==> config.mk <==
export PLATFORM = sky130hd
export DESIGN_NAME = wallace_cpa_pipe
export DESIGN_NICKNAME = d
export VERILOG_FILES = /design/src/rtl/wallace_cpa_pipe.sv
export SDC_FILE = /design/constraint.sdc
export NUM_CORES = 1
export LEC_CHECK = 0
export ABC_AREA = 1
export CAP_MARGIN = 5
export CORE_ASPECT_RATIO = 2
export CORE_MARGIN = 3
export CORE_UTILIZATION = 50
export CTS_BUF_LIST = sky130_fd_sc_hd__clkbuf_4 sky130_fd_sc_hd__clkbuf_8 sky130_fd_sc_hd__clkbuf_16
export CTS_CLUSTER_DIAMETER = 200
export DETAILED_ROUTE_END_ITERATION = 10
export MAX_ROUTING_LAYER = met4
export PLACE_DENSITY = 0.88
export SETUP_SLACK_MARGIN = 0.4
export SYNTH_ARGS = -nofsm -noshare
export SYNTH_HDL_FRONTEND = slang
export SYNTH_SLANG_ARGS = --single-unit
export TNS_END_PERCENT = 5
==> constraint.sdc <==
create_clock -name clk -period 1.9 [get_ports clk]
set_input_delay 0.38 -clock clk [delete_from_list [all_inputs] [get_ports clk]]
set_output_delay 0.38 -clock clk [all_outputs]
set_load 0.02 [all_outputs]
==> src/rtl/wallace_cpa_pipe.sv <==
// Final carry-propagate adder of the Wallace multiplier: resolves sum/carry rows in two
// valid/ready pipeline stages split at LO_W. Define WALLACE_CPA_OVF_EN to add the ovf_o port.
module wallace_cpa_pipe #(
    parameter int unsigned W    = 16,
    parameter int unsigned LO_W = 8
) (
    input  logic         clk,
    input  logic         rst_n,
    input  logic         in_valid_i,
    output logic         in_ready_o,
    input  logic [W-1:0] s_vec_i,
    input  logic [W-1:0] c_vec_i,
    output logic         out_valid_o,
    input  logic         out_ready_i,
    output logic [W-1:0] p_o
`ifdef WALLACE_CPA_OVF_EN
    ,
    output logic         ovf_o
`endif
);
    localparam int unsigned HI_W = W - LO_W;

    logic [W-1:0]    c_shift;
    logic [LO_W:0]   lo_sum;
    logic [HI_W:0]   hi_sum;
    logic            b_free;
    logic            a_adv;
    logic            accept;

    logic            a_vld_q, a_vld_d;
    logic [LO_W-1:0] a_lo_q,  a_lo_d;
    logic            a_cy_q,  a_cy_d;
    logic [HI_W-1:0] a_hs_q,  a_hs_d;
    logic [HI_W-1:0] a_hc_q,  a_hc_d;
    logic            b_vld_q, b_vld_d;
    logic [W-1:0]    b_p_q,   b_p_d;

    // Carry row bit i carries weight 2^(i+1); its top bit falls outside the product.
    assign c_shift = {c_vec_i[W-2:0], 1'b0};
    assign lo_sum  = (LO_W+1)'(s_vec_i[LO_W-1:0]) + (LO_W+1)'(c_shift[LO_W-1:0]);
    assign hi_sum  = (HI_W+1)'(a_hs_q) + (HI_W+1)'(a_hc_q) + (HI_W+1)'(a_cy_q);

    assign b_free     = !b_vld_q || out_ready_i;
    assign a_adv      = a_vld_q && b_free;
    assign in_ready_o = rst_n && (!a_vld_q || b_free);
    assign accept     = in_valid_i && in_ready_o;

    // Next-state for both stages; A and B may both load on the same edge.
    always_comb begin
        a_vld_d = a_vld_q;
        a_lo_d  = a_lo_q;
        a_cy_d  = a_cy_q;
        a_hs_d  = a_hs_q;
        a_hc_d  = a_hc_q;
        b_vld_d = b_vld_q;
        b_p_d   = b_p_q;

        if (accept) begin
            a_vld_d = 1'b1;
            a_lo_d  = lo_sum[LO_W-1:0];
            a_cy_d  = lo_sum[LO_W];
            a_hs_d  = s_vec_i[W-1:LO_W];
            a_hc_d  = c_shift[W-1:LO_W];
        end else if (a_adv) begin
            a_vld_d = 1'b0;
        end

        if (a_adv) begin
            b_vld_d = 1'b1;
            b_p_d   = {hi_sum[HI_W-1:0], a_lo_q};
        end else if (out_ready_i) begin
            b_vld_d = 1'b0;
        end
    end

    always_ff @(posedge clk or negedge rst_n) begin
        if (!rst_n) begin
            a_vld_q <= 1'b0;
            a_lo_q  <= '0;
            a_cy_q  <= 1'b0;
            a_hs_q  <= '0;
            a_hc_q  <= '0;
            b_vld_q <= 1'b0;
            b_p_q   <= '0;
        end else begin
            a_vld_q <= a_vld_d;
            a_lo_q  <= a_lo_d;
            a_cy_q  <= a_cy_d;
            a_hs_q  <= a_hs_d;
            a_hc_q  <= a_hc_d;
            b_vld_q <= b_vld_d;
            b_p_q   <= b_p_d;
        end
    end

    assign out_valid_o = b_vld_q;
    assign p_o         = b_p_q;

`ifdef WALLACE_CPA_OVF_EN
    // Overflow = dropped carry-row MSB or carry-out of the full-width add.
    logic a_cm_q, a_cm_d;
    logic b_ovf_q, b_ovf_d;

    always_comb begin
        a_cm_d  = a_cm_q;
        b_ovf_d = b_ovf_q;
        if (accept) begin
            a_cm_d = c_vec_i[W-1];
        end
        if (a_adv) begin
            b_ovf_d = a_cm_q | hi_sum[HI_W];
        end
    end

    always_ff @(posedge clk or negedge rst_n) begin
        if (!rst_n) begin
            a_cm_q  <= 1'b0;
            b_ovf_q <= 1'b0;
        end else begin
            a_cm_q  <= a_cm_d;
            b_ovf_q <= b_ovf_d;
        end
    end

    assign ovf_o = b_ovf_q;
`else
    logic [1:0] unused_ovf_bits;
    assign unused_ovf_bits = {c_vec_i[W-1], hi_sum[HI_W]};
`endif

endmodule

-- Word-level counts from Yosys, hierarchy flattened
Index checks and enable logic that the tools add are counted.
- add/subtract/negate cells: 3
- muxes and demuxes: 4
- reductions and logical operators: 9
- operators by type and width (cell ; number):
    8-bit by 8-bit adder with 9-bit output ; 1
    8-bit by 1-bit adder with 8-bit output ; 1
    8-bit adder ; 1
    1-bit two-way mux ; 4
    2-bit nonzero test ; 2
    1-bit logical AND ; 3
    1-bit logical NOT ; 2
    1-bit logical OR ; 2
- bits in registers: 43
- output and inout port bits: 18
- word-level logic and storage cells: 23

-- Longest topological paths before layout
Gate-level depths: netlist (run 1).
- word-level depth: 6
- mapped depth: 11
- mapped depth without buffers: 11

-- Least setup slack after synthesis (run 1)
OpenSTA, ideal clock, no wires.
- kind: reg2reg
- from: reg a_cy_q
- to: reg b_p_q[12], in the netlist p_o[12]
- arrival time: 1.512 ns
- setup slack: 0.312 ns
- stages on the path, launching flop included: 11
- path buffers: 0
- period minus slack after synthesis: 1.588 ns
- cells stage by stage: dfrtp_1 fa_1 inv_1 fa_1 inv_1 nand2_1 nand2_1 and2_1 nand2_1 nand2_1 o21ai_1
- longest elaborated chain between the ends: 1
- RTL lines (what ; RTL line ; text):
    start: declaration ; 32 ; logic a_cy_q, a_cy_d;
    start signal: assignment ; 88 ; a_cy_q <= a_cy_d;
    8-bit by 1-bit adder with 8-bit output ; 41 ; assign hi_sum = (HI_W+1)'(a_hs_q) + (HI_W+1)'(a_hc_q) + (HI_W+1)'(a_cy_q);
    end signal: assignment ; 92 ; b_p_q <= b_p_d;
    end: declaration ; 36 ; logic [W-1:0] b_p_q, b_p_d;
No other way between the ends.
A chain may end at the register's enable or synchronous reset.

-- Worst setup path after layout (run 1)
- from: reg b_p_q[2], in the netlist p_o[2]
- to: out p_o[2]
- RTL lines (what ; RTL line ; text):
    end: declaration ; 15 ; output logic [W-1:0] p_o
No word-level cell between the ends.

==> impl_results.md, run 1 <==
- Die width: between 50 and 60 um
- Core area: 0.00438 mm2
- Layout overhead on the synthesized area: 35.8%
- # setup viols final: 0
- Syn_nets: roughly 330
- Crit Path Category: reg2out
- Final total power: ~0.0033 W
- Yosys cell types: 25
- Congestion Overflow GR: 0
- Nets: around 400
- Worst EP arrival: 1.27 ns
- Core Rows: 34
- Share of cells above drive strength 1: 0.146
- CP max FO: 2
- Final Cell Area: approximately 0.0031 mm2
- Cells after Synth: between 200 and 300
- Port Buffers: 52
- Slowest cell on crit path: clkdlybuf4s50_1
- Reg2reg path depth: 10
- Largest buffer count on any clock path: 2
- Syn avg cell area: around 8 um2
- Hold Fails Final Rpt: 0
- Wirelength per Cell: between 10 and 15 um
- Vias in the first global route: around 2.1k
- VDD IR max: roughly 1.2 mV
- Switching pwr: between 0.001 and 0.0015 W
- Clock Sinks: 43
- Power density over the cells: ~1000 mW/mm2
- Startpoint types: flop
- Int Pwr: approximately 0.0022 W
- Flops & latches, synth: 43
- Reg2reg setup slack: 0.25 ns
- Clk pin slew, worst setup/hold paths: 0.08 ns
- Antenna violations before repair: 0
- Switching share of power: 0.323
- Routed WL: ~5.7 mm
- Starting density of the core: 0.526
- Status: completed
- Hold slack: approximately 0.17 ns
- CTS tree: yes
- N_diodes: 0
- Later-pin clock latency in the skew report: 0.30 ns
- FF-to-FF Start: a_cy_q$_DFFE_PN0P_
- Flop pwr share: 0.381
- Via-per-instance ratio: 5.11
- Max-cap violations: 0
- Largest net degree at the start of global routing: 44
- Fin worst setup slack: approximately 0.25 ns
- Fin crit period: ~1.7 ns
- WP buf/inv: 1
- Req. time, crit path: between 1.5 and 2 ns
- First-pass GRT wire length: 9.28 mm
- Area post-placement: slightly below 0.003 mm2
- Crit path cell chain: clkdlybuf4s50_1
- Setup Skew: between 0.01 and 0.015 ns
- Slew HR: 0.636
- GRT Util Overall: 0.237
- Worst min path class: in2async
- CTS root buf: clkbuf_8
- Mapped cell area: between 0.002 and 0.0025 mm2
- RSZ-0062 raised after global routing: yes
- Reg-to-Reg End: p_o[12]$_DFFE_PN0P_
- Max Slew Vio Count: 0
- Setup slack at placement: -0.215 ns
- Iteration count of the initial detailed-routing pass: 4
- Period utilisation layout: 0.871
- Total leakage power: ~1.6 nW
- Clk pwr share: 0.262
- Die H: just over 100 um
- Highest clock rate: between 600 and 700 MHz
- Layout fillers: roughly 310
- Largest stage delay, worst path: 0.63 ns
- Die area: between 0.005 and 0.006 mm2
- Clock H-tree levels: 2
- Ys Warns: 0
- CP top delay family: buffers and inverters
- 1st-iter DRT viols: between 60 and 70
- # IOs: 54
- Sequential area share after synthesis: 0.467
- Worst Setup End Kind: output pin
- DR vias: around 2.1k
- Antenna Nets Post-Route: 0
- Worst slew pin tran: ~0.55 ns
- DP HPWL: about 3.8 mm
- Gp weighted congestion: 0.884
- Number of CTS-inserted buffers: 5
- Logic pwr share: 0.357
- Post-route DRC: 0
==> synthesized netlist by cell type <==
master	number	share of area
nor2_1	9	0.015
a21oi_1	7	0.015
buf_2	3	0.0065
o21ai_2	1	0.0038
ha_1	13	0.071
and2_1	3	0.0081
inv_1	26	0.042
nand2_2	1	0.0027
nand3_1	11	0.024
buf_6	3	0.015
xnor2_1	1	0.0038
nand3_2	3	0.013
nor2_4	1	0.0049
fa_1	3	0.026
o22ai_2	1	0.0054
buf_4	1	0.0033
o21ai_0	7	0.015
or2_2	2	0.0054
or2_1	4	0.011
nand2_1	129	0.21
buf_12	1	0.0087
xor2_1	1	0.0038
dfrtp_1	43	0.47
nand3b_1	4	0.013
o21ai_1	3	0.0065
==> how the worst max path moves through the flow <==
stage,startpoint,end,slack [ns],cells after the start
final,p_o[2]$_DFFE_PN0P_,p_o[2],0.25,1
after detailed placement,c_vec_i[0],a_lo_q[7]$_DFFE_PN0P_,-0.21,12
after global placement,s_vec_i[1],a_lo_q[7]$_DFFE_PN0P_,-0.15,12
after global routing,a_cy_q$_DFFE_PN0P_,p_o[14]$_DFFE_PN0P_,0.14,11
after CTS,a_hc_q[0]$_DFFE_PN0P_,p_o[12]$_DFFE_PN0P_,0.21,10
after floorplan,a_cy_q$_DFFE_PN0P_,p_o[12]$_DFFE_PN0P_,0.35,10
==> logic make-up (layout without fill, tap and decap cells) <==
group           Yosys count  after routing  share of synthesized area
compound gates           19             19                     0.0462
xor+xnor                  2              2                    0.00761
buf+inv                  34            103                     0.0755
simple gates            167            167                      0.307
fa+ha+maj                16             16                     0.0967
flops                    43             43                      0.467
==> cells in the final DEF, fill, tap and decap left out, drive strengths merged <==
cell type / Yosys / layout
or2: 6 / 6
fa: 3 / 3
o22ai: 1 / 1
clkdlybuf4s50: 0 / 44
o21ai: 11 / 11
buf: 8 / 17
clkdlybuf4s15: 0 / 1
ha: 13 / 13
clkinvlp: 0 / 3
and2: 3 / 3
a21oi: 7 / 7
nor2: 10 / 10
dlygate4sd2: 0 / 5
nand3: 14 / 14
clkbuf: 0 / 6
nand2: 130 / 130
nand3b: 4 / 4
inv: 26 / 25
dfrtp: 43 / 43
xor2: 1 / 1
xnor2: 1 / 1
bufinv: 0 / 2
==> sequential cells by signal (all words and copies together), names as in the netlist <==
name         flops
out_valid_o      1
a_hc_q           8
a_hs_q           8
a_lo_q           8
p_o             16
a_vld_q          1
a_cy_q           1
==> power by group through the flow <==
stage	registers (W)	clock network, W	logic (W)
after global placement	0.00125	0	0.00108
final	0.00124	0.000854	0.00116
after global routing	0.00127	0.000896	0.00129
after detailed placement	0.00126	0	0.00111
after CTS	0.00124	0.000851	0.00116
after floorplan	0.00140	0	0.000491
==> repair_timing <==
action                                  CTS  global route
resized for setup                        26             3
hold buffers                              0             0
buffers inserted                          5             0
pin swaps                                 8             4
gates cloned                              3             0
endpoints found under the setup margin   45            44
==> per-stage QoR <==
stage,instances,setup TNS [ns],utilization
floorplan,281,0,-
global placement,388,-0.458,0.661
detailed placement,388,-0.865,0.661
CTS,404,0,0.713
global route,404,0,0.714
finish,404,0,0.714
==> final cells by class <==
cell class / count / area [um2] / area share
clock inverters: 2 / 60.1 / 0.0192
flip-flops and latches: 43 / 1080 / 0.344
clock buffers: 6 / 76.3 / 0.0244
multi-input cells: 204 / 1070 / 0.343
inverters: 26 / 101 / 0.0324
well taps: 54 / 67.6 / 0.0216
repair buffers: 67 / 661 / 0.211
repair inverters: 2 / 12.5 / 0.00400
==> layer usage <==
metal / GRT usage / routed length [um] / vias up
met2: 0.409 / 3260 / 64
met5: - / 0 / -
li1: - / - / 1005
met4: 0.111 / 153 / 0
met3: 0.0350 / 229 / 16
met1: 0.254 / 2020 / 979
(Power assumes the default switching activity.)
==> run 2: changes to the inputs <==
HOLD_SLACK_MARGIN = 0.08   (was default)
==> results of run 2 <==
Final layout, timing and power as in run 1 (identical DEF).
